**src/rtl/seq_state_reg.sv**
```systemverilog
// Overlapping "101" serial detector: registered 2-bit state, Moore detect, one-cycle entry pulse, saturating hit counter.
// One-cycle latency from an accepted bit to state/detect/pulse; in_valid low holds the state, load overrides in_valid.
module seq_state_reg #(
  parameter int         CNT_W       = 8,
  parameter logic [1:0] RESET_STATE = 2'b00
) (
  input  logic             clk,
  input  logic             rst_n,
  input  logic             in,
  input  logic             in_valid,
  input  logic             load,
  input  logic [1:0]       load_state,
  input  logic             clr_count,
  output logic [1:0]       currstate,
  output logic [1:0]       nextstate,
  output logic             detect,
  output logic             det_pulse,
  output logic [CNT_W-1:0] det_count
);

  localparam logic [1:0] S0 = 2'b00;
  localparam logic [1:0] S1 = 2'b01;
  localparam logic [1:0] S2 = 2'b10;
  localparam logic [1:0] S3 = 2'b11;

  localparam logic [CNT_W-1:0] CNT_ONE = {{(CNT_W-1){1'b0}}, 1'b1};
  localparam logic [CNT_W-1:0] CNT_MAX = {CNT_W{1'b1}};

  logic hit;

  always_comb begin
    nextstate = S0;
    case (currstate)
      S0:      nextstate = in ? S1 : S0;
      S1:      nextstate = in ? S1 : S2;
      S2:      nextstate = in ? S3 : S0;
      S3:      nextstate = in ? S1 : S2;
      default: nextstate = S0;
    endcase
  end

  // A loaded S3 is not a detection; only a stepped entry into S3 counts.
  assign hit    = in_valid && !load && (nextstate == S3) && (currstate != S3);
  assign detect = (currstate == S3);

  always_ff @(posedge clk) begin
    if (!rst_n) begin
      currstate <= RESET_STATE;
      det_pulse <= 1'b0;
      det_count <= '0;
    end else begin
      if (load) begin
        currstate <= load_state;
      end else if (in_valid) begin
        currstate <= nextstate;
      end
      det_pulse <= hit;
      // Clear wins over a same-edge detection; the pulse still fires.
      if (clr_count) begin
        det_count <= '0;
      end else if (hit && (det_count != CNT_MAX)) begin
        det_count <= det_count + CNT_ONE;
      end
    end
  end

endmodule

```
**config.mk**
```make
export PLATFORM = sky130hd
export DESIGN_NAME = seq_state_reg
export DESIGN_NICKNAME = d
export VERILOG_FILES = /design/src/rtl/seq_state_reg.sv
export SDC_FILE = /design/constraint.sdc
export NUM_CORES = 1
export LEC_CHECK = 0
export CAP_MARGIN = 20
export CORE_MARGIN = 1.5
export CORE_UTILIZATION = 45
export CTS_BUF_LIST = sky130_fd_sc_hd__clkbuf_4 sky130_fd_sc_hd__clkbuf_8
export CTS_CLUSTER_DIAMETER = 200
export DETAILED_ROUTE_END_ITERATION = 8
export PLACE_DENSITY = 0.93
export SYNTH_ARGS = -nofsm -noshare
export SYNTH_HDL_FRONTEND = slang
export SYNTH_SLANG_ARGS = --single-unit
```
**constraint.sdc**
```tcl
create_clock -name clk -period 2 [get_ports clk]
set_clock_uncertainty 0.05 [all_clocks]
set_input_delay 0.4 -clock clk [delete_from_list [all_inputs] [get_ports clk]]
set_output_delay 0.4 -clock clk [all_outputs]
set_load 0.1 [all_outputs]
```
**After elaboration in Yosys (flattened, before gate mapping)**

Cells that the tools add are included.

- Register bits: 11
- Bits in latches: 0
- RAM bits: 0
- ROM bits: 0
- Output and inout port bits: 14
- Word-level logic and storage cells: 26
- Memories: 0

- $add $sub $neg: 1
- $mul: 0
- Div/mod/pow operators: 0
- Magnitude comparators: 0
- Equality and inequality tests: 6
- Shifts and indexed selects: 0
- Mux-type cells: 6
- Bitwise operators: 1
- Reductions and logical operators: 9

Operator list:

| cell | count |
|---|---|
| $add A8 B1 Y8 const B | 1 |
| $mux W2 | 4 |
| $ne A8 B8 Y1 const B | 1 |
| $eq A2 B2 Y1 const B | 3 |
| $pmux W2 S3 | 1 |
| $logic_and A1 B1 Y1 | 4 |
| $reduce_or A2 Y1 | 2 |
| $eq A2 B1 Y1 const B | 1 |
| $logic_not A2 Y1 | 1 |
| $ne A2 B2 Y1 const B | 1 |
| $reduce_bool A2 Y1 | 1 |
| $logic_not A1 Y1 | 1 |
| $mux W1 | 1 |
| $not A1 Y1 | 1 |

**Logic depth before layout (Yosys ltp)**

Gate-level depths: netlist of the first run.

- Depth in word-level cells: 7
- Mapped depth: 5

**Worst setup path before layout of the first run**

Ideal clock, no wire load.

- Path kind: reg-to-output
- Start point: register currstate[0]
- End point: output port nextstate[1]
- Arrival: 3.259 ns
- Required time: 1.550 ns
- Slack: -1.709 ns
- Stages on the path, launching flop included: 3
- Cell sequence: dfxtp_1 > inv_1 > o21ai_0

- Cells in the longest elaborated chain, start to end: 3
- Elaborated cells on any way between the ends: 6
- Classes of those cells: 3 x eq/ne; 1 x mux; 2 x reduce/logical

RTL lines:

| what | RTL line | text |
|---|---|---|
| from (decl) | 14 | `output logic [1:0] currstate,` |
| from (signal assigned) | 53 | `currstate <= load_state;` |
| from (signal assigned) | 55 | `currstate <= nextstate;` |
| $eq A2 B2 Y1 / $eq A2 B1 Y1 (equally long branches) | 33 | `case (currstate)` |
| $reduce_or A2 Y1 (no line) | - |  |
| $pmux W2 S3 (*) | 33 |  |
| to (decl) | 15 | `output logic [1:0] nextstate,` |

Every way passes the cells marked *; elsewhere a longest branch is shown, timed or not.

**Worst setup path after layout of the first run**

- Start point: input port in
- End point: output port nextstate[1]

- Cells in the longest elaborated chain, start to end: 2
- Elaborated cells on any way between the ends: 3
- Classes of those cells: 3 x mux

RTL lines:

| what | RTL line | text |
|---|---|---|
| from (decl) | 9 | `input logic in,` |
| $mux W2, on equally long branches | 35, 37, 36 |  |
| $pmux W2 S3 (*) | 33 |  |

Marked as above.

==> metrics.md, run 1 <==
| Metric | Value |
|---|---|
| Status | finished clean |
| Worst path cell trace | clkdlybuf4s50_1, buf_4, o21ai_4, buf_12 |
| Lkg Pwr | 0.3974 nW |
| Maximum vdd drop | 0.0003687 V |
| Bufs on Longest Clock Path | 2 |
| DIE HEIGHT | 39.76 um |
| Met2 Routed Length | 886 um |
| Post-route ant nets | 0 |
| Drt pass-1 iters | 4 |
| R2R depth | 5 |
| H-tree levels | 1 |
| Netlist cell types | 29 |
| Initial antenna violation count | 0 |
| Gr ovfl total | 0 |
| IO Port Bufs | 21 |
| Hold Crit Depth | 1 |
| Row cnt | 13 |
| Sequential element share of the synthesized area | 36.21% |
| Max cap viols | 0 |
| CTS Buf Count | 3 |
| CTS Hold Bufs | 0 |
| Largest net degree at the start of global routing | 10 |
| Tmin final | 1.909 ns |
| CTS tree | yes |
| Met1 wire length | 806 um |
| Cell count after synthesis | 67 |
| Synthesized area | 608.1 um^2 |
| Final Max Tran Viols | 0 |
| CP max stage cell | clkdlybuf4s50_1 |
| Final nets | 104 |
| Commonest cells in the netlist | dfxtp_1 (11), nand2_1 (5), nand3_1 (5), o21ai_0 (5) |
| CTS root buf | clkbuf_4 |
| Synth warn | 0 |
| Vias in the first global route | 539 |
| Reg2reg start | det_count[0]$_SDFFE_PP0P_ |
| DRT Wirelength | 1.799 mm |
| Largest cells by area after synthesis | dfxtp_1 (36%), a31oi_1 (4.1%), nand2b_1 (4.1%) |
| Power Total | 0.5110 mW |
| DRC | 0 |
| Flop2flop setup slack | 0.44 ns |
| Crit path DAT | 1.46 ns |
| Area Overhead vs Synth | 58.85% |
| Starting density of the core | 47.32% |
| Min-Delay Path Class | reg2reg |
| Unrepaired setup endpoints after global routing | no |
| Worst Setup End Kind | output port |
| Clock Sink Count | 11 |
| TNS Setup | 0 ns |
| Core area | 1285 um^2 |
| Top-area cell type share of the netlist area | 36.21% |
| Most frequent cell after synthesis | dfxtp_1 |
| Final setup viols | 0 |
| Hold Fails Final Rpt | 0 |
| Synth area leader | dfxtp_1 |
| WL met3 | 78 um |
| Post-synth EDFFs | 0 |
| Post-synthesis register bit count | 11 |
| Max frequency | 523.8 MHz |
| Starting DRT DRC Count | 24 |
| DR vias | 646 |
| WS Path Type | in2out |
| Syn Nets | 76 |
| Worst reg2reg endpoint | det_count[4]$_SDFFE_PP0P_ |
| Worst-Margin Slew | 0.3954 ns |
| Post_cts resized | 0 |
| Top routing layer in use | met4 |
| I/O Pins | 22 |
| Pwr dens | 529.1 nW/um^2 |
| Worst-path clk slew | 0.08 ns |
| Slowest stage delay, CP | 0.47 ns |
| Startpoint Class | primary input |
| Final setup margin | 0.09087 ns |
| WL/cell | 16.50 um |
| Average instance area after synthesis | 9.076 um^2 |
| Chip width | 39.76 um |
| Dominant synthesized flop cell | dfxtp_1 |
| Asr flop ratio synth | 0% |
| Layout cells sized above 1 | 37.23% |
| Tcrit/Tclk final | 95.46% |
| First-pass GRT wire length | 2.463 mm |
| Clock latency on the worst-skew pair | 0.28 ns |
| Post-CTS setup buffers | 0 |
| Hold slack | 0.4488 ns |
| Routability cong. | 0.7966 |
| Final HPWL DP | 1.249 mm |
| Critical Path RT | 1.55 ns |
| Diodes inserted | 0 |
| Die area | 1581 um^2 |
| End of the worst hold path | det_count[2]$_SDFFE_PP0P_ |
| Worst relative slew slack | 73.58% |
| Hold Startpoint | det_count[2]$_SDFFE_PP0P_ |
| Fillcell total | 86 |
| CP max FO | 4 |
| Pre-CTS setup slack | 0.08514 ns |
| Total GRT Usage | 24.74% |
| Via/cell ratio | 5.927 |
==> cells by family (layout without fill, tap and decap cells) <==
family / count (synthesis) / after routing / share of synthesized area (%)
AND/OR/NAND/NOR: 33 / 33 / 35.39
AO/OA/AOI/OAI: 17 / 17 / 19.55
flip-flops: 11 / 11 / 36.21
multiplexers: 2 / 2 / 3.292
buffers and inverters: 2 / 29 / 2.057
adder cells (fa/ha/maj): 1 / 1 / 2.057
XOR/XNOR: 1 / 1 / 1.441
==> report_power, final <==
| group | switching (mW) | internal, mW |
|---|---|---|
| clock | 0.0822 | 0.0910 |
| sequential | 0.00392 | 0.222 |
| combinational | 0.0702 | 0.0417 |
| total | 0.156 | 0.355 |
==> per-layer routing <==
layer | vias up | track usage [%]
met4 | 0 | 10.34
li1 | 306 | -
met5 | - | 0
met2 | 26 | 37.70
met1 | 310 | 31.31
met3 | 4 | 7.955
==> sequential cells by signal (all words and copies together) (netlist names) <==
name	cells
currstate	2
det_count	8
det_pulse	1
==> worst max-delay path: cells and delay by family <==
family / cells / cell delay, ns
buffers and inverters: 3 / 0.86
AO/OA/AOI/OAI: 1 / 0.19
==> area by class of cell <==
class,instances,area (um^2),area share (%)
Inverter,1,3.754,0.3886
Sequential cell,11,227.7,23.58
Multi-Input combinational cell,54,387.9,40.16
Clock buffer,4,30.03,3.109
Timing Repair Buffer,24,297.8,30.83
Tap cell,15,18.77,1.943
==> stage by stage <==
step / area [um^2] / std cells / util, %
final: 965.9 / 109 / 75.17
after global routing: 965.9 / 109 / 75.17
after CTS: 965.9 / 109 / 75.17
after detailed placement: 935.9 / 105 / 72.83
after global placement: 935.9 / 105 / 72.83
after floorplan: 628.1 / 67 / -
==> how the worst max path moves through the flow <==
stage / to / cells past startpoint / slack, ns / startpoint
after global placement: det_count[4]$_SDFFE_PP0P_ / 5 / 0.13 / in
after global routing: nextstate[1] / 4 / 0.07 / in
after floorplan: det_count[2]$_SDFFE_PP0P_ / 4 / 0.03 / det_count[4]$_SDFFE_PP0P_
final: nextstate[1] / 4 / 0.09 / in
after detailed placement: det_count[4]$_SDFFE_PP0P_ / 5 / 0.09 / in
after CTS: nextstate[1] / 4 / 0.10 / in
==> placed cells by master, fill, tap and decap left out <==
| master | n |
|---|---|
| and2_1 | 2 |
| nand2b_1 | 4 |
| a21oi_1 | 2 |
| inv_1 | 1 |
| o21ai_0 | 4 |
| or3_4 | 1 |
| o21ai_4 | 1 |
| nor2b_1 | 3 |
| a311oi_1 | 1 |
| and2_2 | 1 |
| o211ai_1 | 1 |
| nor2_1 | 2 |
| nor3_4 | 1 |
| nor3_1 | 1 |
| o31ai_2 | 1 |
| ha_1 | 1 |
| buf_4 | 9 |
| nand4b_1 | 1 |
| clkbuf_4 | 4 |
| dfxtp_2 | 6 |
| o21ai_1 | 1 |
| a211oi_2 | 1 |
| xor2_1 | 1 |
| clkdlybuf4s50_1 | 7 |
| nand2_1 | 5 |
| nand3_1 | 5 |
| and3_1 | 3 |
| nand3b_4 | 1 |
| nand4_1 | 2 |
| and3b_1 | 1 |
| a31oi_1 | 4 |
| dfxtp_1 | 5 |
| buf_12 | 8 |
| mux2i_1 | 2 |
| o211ai_2 | 1 |
(Power assumes the default switching activity.)
==> run 2: changes to the inputs <==
Settings changed: PLACE_DENSITY 0.93 to unset, PLACE_DENSITY_LB_ADDON set to 0.05.
==> run 2 against run 1 <==
Final cell count rose by 0.92%. Flip-flop and latch count stayed put. Non-clock buffer count increased by 1. Register-to-register slack better by 0.05 ns. Worst setup slack improved by 0.067 ns. Sequential share of layout area is 0.18 points lower. First-iteration DRC count down 54%. Sequential power hardly changed. Design area grew 0.78%. Routed wire length decreased by 30%. Critical path depth is the same. Core utilization up 0.58 points. Largest power group unchanged.
==> metrics.md, run 2 (synthesis results as in run 1) <==
| Metric | Value |
|---|---|
| Status | finished clean |
| DRC | 0 (unchanged) |
| Final nets | 105 (+0.96%) |
| Commonest non-fill, non-tap cell in the layout | buf_4 |
| Worst relative slew slack | 78.15% (+4.6 points) |
| CTS tree | yes |
| Worst reg2reg endpoint | det_count[4]$_SDFFE_PP0P_ |
| Layout cells sized above 1 | 37.89% (+0.66 points) |
| I/O Pins | 22 (unchanged) |
| Register bank with the most flops | det_count |
| Largest net degree at the start of global routing | 9 (-1) |
| First-pass GRT wire length | 1.925 mm (-22%) |
| Placed Cells | 106 (+0.95%) |
| Reg2reg start | det_count[0]$_SDFFE_PP0P_ |
| Pwr dens | 509.3 nW/um^2 (-3.7%) |
| Worst-Margin Slew | 0.3271 ns (-0.06830 ns) |
| Clock Sink Count | 11 (unchanged) |
| Final Max Tran Viols | 0 (unchanged) |
| Finished Core Util | 75.75% (+0.58 points) |
| Hold Fails Final Rpt | 0 (unchanged) |
| Startpoint Class | primary input |
| DIE HEIGHT | 39.76 um (unchanged) |
| DR vias | 586 (-9.3%) |
| Gr ovfl total | 0 (unchanged) |
| Post-CTS setup buffers | 0 (unchanged) |
| Critical Path Sink | nextstate[1] |
| Die area | 1581 um^2 (unchanged) |
| Via/cell ratio | 5.327 (-10%) |
| Unrepaired setup endpoints after global routing | no |
| WL/cell | 11.48 um (-30%) |
| Worst setup startpoint | in |
| CTS root buf | clkbuf_4 |
| Final setup viols | 0 (unchanged) |
| Worst-path clk slew | 0.07 ns (about the same) |
| CP max FO | 4 (unchanged) |
| CTS Hold Bufs | 0 (unchanged) |
| Lkg Pwr | 0.4028 nW (+1.4%) |
| Post_cts resized | 0 (unchanged) |
| Hold Startpoint | det_count[2]$_SDFFE_PP0P_ |
| Largest registers | det_count: 8 flops, currstate: 2 flops, det_pulse: 1 flops |
| Worst Setup End Kind | output port |
| Starting DRT DRC Count | 11 (-54%) |
| Starting density of the core | 47.32% (unchanged) |
| Routability cong. | 0.7172 (-10%) |
| H-tree levels | 1 (unchanged) |
| WS Path Type | in2out |
| Drt pass-1 iters | 4 (unchanged) |
| Max frequency | 542.7 MHz (+3.6%) |
| IO Port Bufs | 21 (unchanged) |
| Area Overhead vs Synth | 60.08% |
| Maximum vdd drop | 0.0004029 V (+9.3%) |
| Final HPWL DP | 1.032 mm (-17%) |
| Total GRT Usage | 17.67% (-7.1 points) |
| Clock latency on the worst-skew pair | 0.26 ns (-0.02 ns) |
| Bufs on Longest Clock Path | 2 (unchanged) |
| Tcrit/Tclk final | 92.13% (-3.3 points) |
| CTS Buf Count | 3 (unchanged) |
| Critical Path RT | 1.55 ns (about the same) |
| DRT Wirelength | 1.263 mm (-30%) |
| Max reg flops | 8 (unchanged) |
| Vias in the first global route | 448 (-17%) |
| Chip width | 39.76 um (unchanged) |
| TNS Setup | 0 ns (unchanged) |
| Flop2flop setup slack | 0.49 ns (+0.05 ns) |
| Tmin final | 1.843 ns (-0.06655 ns) |
| Diodes inserted | 0 (unchanged) |
| Initial antenna violation count | 0 (unchanged) |
| Most frequent cells in the layout | buf_4 (10), buf_12 (8), clkdlybuf4s50_1 (7), dfxtp_2 (6) |
| Final Non-Filler Cells | 110 (+0.92%) |
| Max cap viols | 0 (unchanged) |
| Core area | 1285 um^2 (unchanged) |
| Crit path DAT | 1.39 ns (-0.07 ns) |
| Row cnt | 13 (unchanged) |
| R2R depth | 5 (unchanged) |
| Power Total | 0.4958 mW (-3.0%) |
| Design area | 973.4 um^2 (+0.78%) |
| Min-Delay Path Class | reg2reg |
| Post-route ant nets | 0 (unchanged) |
| DP Area | 943.4 um^2 (+0.80%) |
-- run 2: cell count changes in the layout (fill, tap and decap cells not counted), sizes merged --
cell,previous run,this run
buf,17,18
-- run 2: layout make-up --
| cell class | instances | area (um^2) |
|---|---|---|
| Inverter | 1 | 3.754 |
| Multi-Input combinational cell | 54 | 387.9 |
| Tap cell | 15 | 18.77 |
| Sequential cell | 11 | 227.7 |
| Clock buffer | 4 | 30.03 |
| Timing Repair Buffer | 25 | 305.3 |
| Fill cell | 96 | 311.5 |
-- run 2: per-layer routing --
metal	GRT usage (%)	vias to the layer above	part of all wire, %
met5	0	-	0
met4	2.586	0	0
met3	3.409	0	4.4
met2	31.15	16	50
met1	22.18	258	45
li1	-	312	-
-- run 2: how the worst min path moves through the flow --
stage                                 to  cells past startpoint
2_1_floorplan  currstate[0]$_SDFFE_PN0P_                      1
3_3_place_gp   det_count[2]$_SDFFE_PP0P_                      1
3_5_place_dp   det_count[2]$_SDFFE_PP0P_                      1
4_1_cts        det_count[2]$_SDFFE_PP0P_                      1
5_1_grt        det_count[2]$_SDFFE_PP0P_                      1
6_report       det_count[2]$_SDFFE_PP0P_                      1
-- run 2: power by group --
group | switching [mW] | total [mW] | internal (mW)
sequential | 0.00401 | 0.226 | 0.222
combinational | 0.0657 | 0.107 | 0.0416
clock | 0.0719 | 0.162 | 0.0905
total | 0.142 | 0.496 | 0.354
-- run 2: worst max-delay path, cell delays in order --
cell,delay [ns]
clkdlybuf4s50_1,0.45
buf_4,0.18
o21ai_4,0.16
buf_12,0.19
-- run 2: per-stage QoR --
stage          hold WS, ns  setup WS, ns
2_1_floorplan       0.4716       0.03464
3_3_place_gp        0.4138        0.1262
3_5_place_dp        0.4231        0.1040
4_1_cts             0.4352        0.1529
5_1_grt             0.4540        0.1323
6_report            0.4360        0.1574
